### src/rtl/axis_mux_pkt_n.sv
// Frame-aware N:1 AXI4-Stream mux. Input ports are switched only between packets, chosen by
// explicit sel or by round-robin. The output comes from a 2-entry skid buffer.
module axis_mux_pkt_n #(
  parameter int unsigned S_COUNT     = 4,
  parameter int unsigned DATA_WIDTH  = 32,
  parameter int unsigned KEEP_ENABLE = (DATA_WIDTH > 8) ? 1 : 0,
  parameter int unsigned KEEP_WIDTH  = DATA_WIDTH / 8,
  parameter int unsigned ID_ENABLE   = 0,
  parameter int unsigned ID_WIDTH    = 8,
  parameter int unsigned DEST_ENABLE = 0,
  parameter int unsigned DEST_WIDTH  = 8,
  parameter int unsigned USER_ENABLE = 1,
  parameter int unsigned USER_WIDTH  = 1,
  parameter int unsigned MODE        = 0,
  parameter int unsigned SEL_WIDTH   = $clog2(S_COUNT)
) (
  input  logic                          clk,
  input  logic                          rst_n,
  input  logic [S_COUNT*DATA_WIDTH-1:0] s_axis_tdata,
  input  logic [S_COUNT*KEEP_WIDTH-1:0] s_axis_tkeep,
  input  logic [S_COUNT-1:0]            s_axis_tvalid,
  output logic [S_COUNT-1:0]            s_axis_tready,
  input  logic [S_COUNT-1:0]            s_axis_tlast,
  input  logic [S_COUNT*ID_WIDTH-1:0]   s_axis_tid,
  input  logic [S_COUNT*DEST_WIDTH-1:0] s_axis_tdest,
  input  logic [S_COUNT*USER_WIDTH-1:0] s_axis_tuser,
  output logic [DATA_WIDTH-1:0]         m_axis_tdata,
  output logic [KEEP_WIDTH-1:0]         m_axis_tkeep,
  output logic                          m_axis_tvalid,
  input  logic                          m_axis_tready,
  output logic                          m_axis_tlast,
  output logic [ID_WIDTH-1:0]           m_axis_tid,
  output logic [DEST_WIDTH-1:0]         m_axis_tdest,
  output logic [USER_WIDTH-1:0]         m_axis_tuser,
  input  logic                          enable,
  input  logic [SEL_WIDTH-1:0]          sel,
  output logic                          busy,
  output logic [SEL_WIDTH-1:0]          cur_sel
);

  localparam int unsigned PW = DATA_WIDTH + KEEP_WIDTH + 1 + ID_WIDTH + DEST_WIDTH + USER_WIDTH;

  typedef enum logic {IDLE, ACTIVE} state_t;

  state_t                 state;
  logic [SEL_WIDTH-1:0]   rr_ptr;
  logic [1:0]             cnt;
  logic [PW-1:0]          slot0;
  logic [PW-1:0]          slot1;
  logic                   skid_full;
  logic                   accept;
  logic                   pop;
  logic                   grant;
  logic [SEL_WIDTH-1:0]   grant_port;

  logic [DATA_WIDTH-1:0]  dat_arr  [S_COUNT];
  logic [KEEP_WIDTH-1:0]  keep_arr [S_COUNT];
  logic [ID_WIDTH-1:0]    id_arr   [S_COUNT];
  logic [DEST_WIDTH-1:0]  dest_arr [S_COUNT];
  logic [USER_WIDTH-1:0]  user_arr [S_COUNT];

  logic [DATA_WIDTH-1:0]  in_data;
  logic [KEEP_WIDTH-1:0]  in_keep;
  logic [ID_WIDTH-1:0]    in_id;
  logic [DEST_WIDTH-1:0]  in_dest;
  logic [USER_WIDTH-1:0]  in_user;
  logic                   in_last;
  logic                   in_valid;
  logic [PW-1:0]          in_pl;

  for (genvar g = 0; g < S_COUNT; g++) begin : g_split
    assign dat_arr[g]  = s_axis_tdata[g*DATA_WIDTH +: DATA_WIDTH];
    assign keep_arr[g] = s_axis_tkeep[g*KEEP_WIDTH +: KEEP_WIDTH];
    assign id_arr[g]   = s_axis_tid[g*ID_WIDTH +: ID_WIDTH];
    assign dest_arr[g] = s_axis_tdest[g*DEST_WIDTH +: DEST_WIDTH];
    assign user_arr[g] = s_axis_tuser[g*USER_WIDTH +: USER_WIDTH];
  end

  // Disabled sidebands are forced to constants before they are buffered
  assign in_data  = dat_arr[cur_sel];
  assign in_keep  = (KEEP_ENABLE != 0) ? keep_arr[cur_sel] : '1;
  assign in_id    = (ID_ENABLE   != 0) ? id_arr[cur_sel]   : '0;
  assign in_dest  = (DEST_ENABLE != 0) ? dest_arr[cur_sel] : '0;
  assign in_user  = (USER_ENABLE != 0) ? user_arr[cur_sel] : '0;
  assign in_last  = s_axis_tlast[cur_sel];
  assign in_valid = s_axis_tvalid[cur_sel];
  assign in_pl    = {in_data, in_keep, in_last, in_id, in_dest, in_user};

  assign skid_full     = (cnt == 2'd2);
  assign m_axis_tvalid = (cnt != 2'd0);
  assign {m_axis_tdata, m_axis_tkeep, m_axis_tlast, m_axis_tid, m_axis_tdest, m_axis_tuser} = slot0;

  assign accept = (state == ACTIVE) && enable && !skid_full && in_valid;
  assign pop    = m_axis_tvalid && m_axis_tready;

  always_comb begin
    s_axis_tready = '0;
    if (state == ACTIVE && enable && !skid_full) s_axis_tready[cur_sel] = 1'b1;
  end

  // Port selection for the next frame: explicit sel, or first valid port after rr_ptr
  always_comb begin
    int unsigned idx;
    grant      = 1'b0;
    grant_port = '0;
    idx        = 0;
    if (MODE == 0) begin
      if (enable && (32'(sel) < S_COUNT) && s_axis_tvalid[sel]) begin
        grant      = 1'b1;
        grant_port = sel;
      end
    end else begin
      for (int unsigned i = 1; i <= S_COUNT; i++) begin
        idx = (32'(rr_ptr) + i) % S_COUNT;
        if (!grant && enable && s_axis_tvalid[SEL_WIDTH'(idx)]) begin
          grant      = 1'b1;
          grant_port = SEL_WIDTH'(idx);
        end
      end
    end
  end

  always_ff @(posedge clk) begin
    if (!rst_n) begin
      state   <= IDLE;
      busy    <= 1'b0;
      cur_sel <= '0;
      rr_ptr  <= SEL_WIDTH'(S_COUNT - 1);
    end else begin
      case (state)
        IDLE: begin
          if (grant) begin
            cur_sel <= grant_port;
            rr_ptr  <= grant_port;
            busy    <= 1'b1;
            state   <= ACTIVE;
          end
        end
        ACTIVE: begin
          if (accept && in_last) begin
            busy  <= 1'b0;
            state <= IDLE;
          end
        end
        default: state <= IDLE;
      endcase
    end
  end

  // Two-entry buffer; slot0 is the head that drives m_axis
  always_ff @(posedge clk) begin
    if (!rst_n) begin
      cnt   <= 2'd0;
      slot0 <= '0;
      slot1 <= '0;
    end else begin
      case ({accept, pop})
        2'b10: begin
          if (cnt == 2'd0) slot0 <= in_pl;
          else             slot1 <= in_pl;
          cnt <= cnt + 2'd1;
        end
        2'b01: begin
          slot0 <= slot1;
          cnt   <= cnt - 2'd1;
        end
        2'b11: slot0 <= in_pl;
        default: ;
      endcase
    end
  end

endmodule

### config.mk
export PLATFORM = sky130hd
export DESIGN_NAME = axis_mux_pkt_n
export DESIGN_NICKNAME = d
export VERILOG_FILES = /design/src/rtl/axis_mux_pkt_n.sv
export SDC_FILE = /design/constraint.sdc
export NUM_CORES = 1
export LEC_CHECK = 0
export BUFFER_PORTS_ARGS = -buffer_cell sky130_fd_sc_hd__buf_2
export CAP_MARGIN = 20
export CORE_MARGIN = 5
export CORE_UTILIZATION = 47
export CTS_BUF_LIST = sky130_fd_sc_hd__clkbuf_4 sky130_fd_sc_hd__clkbuf_8 sky130_fd_sc_hd__clkbuf_16
export CTS_CLUSTER_DIAMETER = 200
export CTS_CLUSTER_SIZE = 25
export DETAILED_ROUTE_END_ITERATION = 10
export GPL_TIMING_DRIVEN = 0
export PLACE_DENSITY_LB_ADDON = 0.12
export SLEW_MARGIN = 0
export SYNTH_ARGS = -nofsm -noshare
export SYNTH_HDL_FRONTEND = slang
export SYNTH_SLANG_ARGS = --single-unit
### constraint.sdc
create_clock -name clk -period 4.7 [get_ports clk]
set_input_delay 0.235 -clock clk [delete_from_list [all_inputs] [get_ports clk]]
set_output_delay 0.235 -clock clk [all_outputs]
set_load 0.01 [all_outputs]
# == After elaboration in Yosys (flattened, before gate mapping) ==
# Index checks and enable logic that the tools add are counted.
# word_totals
register_bits,98
input_bits,226
out_inout_bits,62
elab_cells,67
# classes
n_addsub,2
magnitude_cmp,4
eq_ne,7
n_mux,29
n_bitwise,3
n_reduce_logical,16
# ops
cell,n
54-bit case mux with 3 select lines,1
32-bit binary-select mux with 2-bit select,1
32-bit 2-to-1 mux,2
54-bit 2-to-1 mux,1
4-bit 2-to-1 mux,3
1-bit 2-to-1 mux,11
1-bit binary-select mux with 2-bit select,4
4-bit binary-select mux with 2-bit select,1
2-bit AND reduction,4
1-bit logical AND,7
"2-bit equality test, second input constant",3
"2-bit by 3-bit < comparator with 1-bit output, second input constant",2
"2-bit != test, second input constant",2
1-bit case mux with 2 select lines,2
2-bit case mux with 2 select lines,1
2-bit nonzero test,2
"3-bit >= comparator, second input constant",1
2-bit inverter with 3-bit output,1
3-bit nonzero test,1
"2-bit by 1-bit adder with 2-bit output, second input constant",1
1-bit demux with 2-bit select,1
"2-bit by 1-bit equality test with 1-bit output, second input constant",1
"2-bit by 1-bit >= comparator with 1-bit output, second input constant",1
2-bit logical NOT,1
other kinds (5),6

# == Logic depth before layout (Yosys ltp) ==
# depth
ltp_word,7
mapped_depth,11
ltp_nobuf,7

# == Worst setup path after synthesis ==
# Ideal clock, no wire load.
# synth_timing
kind,reg-to-reg
start,reg cur_sel[0]
end,reg slot0[45]
setup_ps,131
t_arrival_ps,2475
required_ps,4569
path_slack_ps,2095
stages_incl_launch_ff,11
path_buffers,5
period_less_slack_ps,2605
cell_sequence,dfxtp_1 -> buf_4 -> mux4_2 -> buf_2 -> nand4_1 -> ha_1 -> clkbuf_1 -> buf_2 -> buf_2 -> mux2i_1 -> o31ai_1
# synth_via
elab_chain_len,6
elab_cells_between_ends,15
classes_between,eq/ne (4); mux (7); bitwise (1); reduce/logical (3)
# synth_rtl
element,line,source
"start, declared",38,output logic [SEL_WIDTH-1:0] cur_sel
"start signal, assigned",133,cur_sel <= grant_port;
1-bit binary-select mux with 2-bit select or 2-bit inverter with 3-bit output (tied branches),"86, 80",
1-bit 2-to-1 mux (not written as such) or 32-bit binary-select mux with 2-bit select (tied branches),"86, 80",
1-bit logical AND or 32-bit 2-to-1 mux (tied branches),"93, 80",
2-bit equality test (tied with other cells),157,"case ({accept, pop})"
2-bit != test (no source line) (tied with other cells),--,
2-bit AND reduction (no source line) or 54-bit case mux with 3 select lines (tied branches),--,
"end signal, assigned",159,if (cnt == 2'd0) slot0 <= in_pl;
"end signal, assigned",164,slot0 <= slot1;
"end signal, assigned",167,2'b11: slot0 <= in_pl;
"end, declared",48,logic [PW-1:0] slot0;
# Parallel ways exist; a longest one is shown, timed or not. The select of a mux whose other input is x is not followed.
# A chain may end at the register's enable or synchronous reset.

# == Worst setup path in the final report ==
# Same ends and word-level chain as after synthesis.

==> flow_metrics.tcl <==
set metrics [dict create \
    outcome "finished, final reports clean" \
    synth-xor-area-share_pct 0.367 \
    cts_resized 0 \
    grt_pass1_wl_um 23200 \
    irDropWorstVdd_mv 0.154 \
    p_leak_nw 2.51 \
    path_cells "buf_4, mux4_2, buf_2, nand4_1, ha_1, clkbuf_1, buf_2, buf_2, mux2i_1, o31ai_1" \
    drt_iter0_markers 169 \
    worst_setup_path_start_kind "flop" \
    critPathKind "flop to flop" \
    fillers 903 \
    netlist_instances 493 \
    fp.dieH_um 111 \
    critPathMostFrequentCell "buf_2" \
    synth_compound_area_share_pct 19.0 \
    maxSlewHeadroom_pct 49.8 \
    cp_slowest_stage_delay_ns 0.62 \
    finalMaxSlewViolations 0 \
    h-tree-depth 3 \
    num_vias 4653 \
    drive_gt1_share_pct 41.7 \
    ys_warn_count 0 \
    cp-end-kind "flop" \
    rsz0062_at_grt "no" \
    avgViaCountPerCell 5.40 \
    cts_sinks 82 \
    antennaDiodeCount 0 \
    grt_max_degree 14 \
    dp_hpwl_um 11000 \
    antenna_found_initial 0 \
    setup_viol 0 \
    ys_seq_elements 82 \
    power.density_mw_per_mm2 277 \
    worstPathMaxFanout 10 \
    rrSetupSlack_ns 1.70 \
    num_io_pins 288 \
    insertion_delay_ns 0.36 \
    fmax_mhz 333 \
    synth.yosys.seq_area_share_pct 34.4 \
    post-cts-setup-buffer-count 0 \
    synthesis.area_mm2 0.00477 \
    finalCriticalPeriod_ns 3.00 \
    synth_cell_type_count 34 \
    hold_class "input pin to flop" \
    setup_tns_ns 0 \
    cpMaxStageDelayCell "mux4_2" \
    holdBufCountCts 0 \
    drc 0 \
    final_area_mm2 0.00624 \
    synth_ff_type "dfxtp_1" \
    ctsLongestPathBuffers 2 \
    fin_skew_ns 0.0148 \
    clkTransAtPathRegs_ns 0.09 \
    worstMarginPinSlew_ns 0.753 \
    hold_violations 0 \
    initial_core_util_pct 48.5 \
    synth_top_family_by_area "multiplexers" \
    synthArstFlopShare_pct 0 \
    firstDrtPassIters 4 \
    die_width_um 111 \
    coreArea_mm2 0.00982 \
    muxShareOfSynthArea_pct 26.9 \
    nets 953 \
    cts_tree "built" \
    die_area_mm2 0.0123 \
    gp_congestion 0.845 \
    period_share_pct 63.8 \
    wl_per_cell_um 16.5 \
    synth_edf_count 0 \
    antenna_left 0 \
    postSynthAreaPerCell_um2 9.67 \
    grt_pass1_vias 4789 \
    cts_buffers 9 \
    rows 36 \
    synthSimpleGateAreaFrac_pct 11.0 \
    overflow 0 \
    placed_cell_area_mm2 0.00602 \
    synthAdderAreaFrac_pct 0.525 \
    grt_usage_pct 22.8 \
    worstPathRequired_ns 4.93 \
    root_buffer "clkbuf_8" \
    cap_violations 0 \
    arrival_ns 3.23 \
    syn2layout_area_growth_pct 30.8 \
    routed_wl_um 14200 \
    io_buffer_count 206 \
]
## report_power, final
part           leakage [nW]  internal (mW)  switching [mW]  total [mW]
Sequential            0.663          0.724          0.0152       0.739
Combinational          1.74          0.201           0.213       0.415
Clock                 0.112          0.310           0.261       0.571
Total                  2.51           1.24           0.490        1.73
## stage by stage
stage | util [%] | total power, mW | cells | hold slack, ns | worst slack (ns)
2_1_floorplan | - | 1.02 | 508 | 0.382 | 2.09
3_3_place_gp | 61.3 | 1.16 | 847 | 0.441 | 1.75
3_5_place_dp | 61.3 | 1.17 | 847 | 0.446 | 1.73
4_1_cts | 63.5 | 1.73 | 862 | 0.140 | 1.71
5_1_grt | 63.5 | 1.80 | 862 | 0.152 | 1.45
6_report | 63.5 | 1.73 | 862 | 0.151 | 1.70
## cell usage after synthesis, drive strengths merged (2+ instances only)
cell,number,area share [%]
dfxtp,82,34
o31ai,38,6.0
clkbuf,29,2.3
mux4,40,19
nand3,3,0.31
and3,2,0.26
a21oi,44,4.7
a211o,38,7.0
a21bo,2,0.42
o21a,2,0.31
a311oi,2,0.37
o21ai,2,0.21
nand2,114,9.0
ha,2,0.52
buf,39,5.2
mux2i,38,8.0
inv,3,0.24
nor3b,2,0.31
## kinds of logic (layout without fill, tap and decap cells)
family	Yosys count	count (layout)
AO/OA/AOI/OAI	128	128
other	1	16
XOR/XNOR	2	2
multiplexers	78	78
AND/OR/NAND/NOR	129	129
buffers and inverters	71	292
adder cells (fa/ha/maj)	2	2
flip-flops	82	82
## layout by cell type (no fill, tap or decap), drive strengths merged, types with 2 or more instances in the layout
master  synthesis  routed
a211o          38      38
a21bo           2       2
a21oi          44      44
a311oi          2       2
and3            2       2
buf            39     245
bufinv          0       2
clkbuf         29      39
clkinv          0       3
conb            1      16
dfxtp          82      82
ha              2       2
inv             3       3
mux2i          38      38
mux4           40      40
nand2         114     114
nand3           3       3
nor3b           2       2
o21a            2       2
o21ai           2       2
o31ai          38      38
## layer usage
metal | vias to the layer above | track usage, % | share of wire [%]
li1 | 2253 | - | -
met1 | 2227 | 26.7 | 41
met2 | 159 | 42.3 | 52
met3 | 14 | 4.48 | 5.7
met4 | 0 | 6.24 | 1.3
met5 | - | 0 | 0
## registers in the layout (all words and copies together) (netlist names)
signal / flops
cnt: 2
state: 1
slot1: 38
busy: 1
slot0: 38
cur_sel: 2
## critical path: cells and delay by family, from the launching register on
kind / cells / cell delay, ns
AOI/OAI and AO/OA: 1 / 0.08
adders and majority gates: 1 / 0.15
buffers and inverters: 5 / 1.30
DFF: 1 / 0.34
muxes: 2 / 0.87
and+or+nand+nor: 1 / 0.13
## cell type report
| cell class | count | area [um^2] | share of cell area, % |
|---|---|---|---|
| Clock buffer | 10 | 138 | 2.21 |
| Timing Repair Buffer | 206 | 1030 | 16.5 |
| Inverter | 3 | 11.3 | 0.181 |
| Clock inverter | 5 | 78.8 | 1.26 |
| Tap cell | 133 | 166 | 2.67 |
| Buffer | 68 | 359 | 5.76 |
| Sequential cell | 82 | 1640 | 26.3 |
| Multi-Input combinational cell | 355 | 2810 | 45.1 |
## worst paths after layout
path	startpoint	end	depth (start not counted)
setup / recovery	cur_sel[0]	slot0[45]	10
hold / removal	sel[1]	cur_sel[1]	3
setup reg to reg	cur_sel[0]	slot0[45]	10
hold reg to reg	slot1[0]	slot1[0]	2
(Power assumes the default switching activity.)
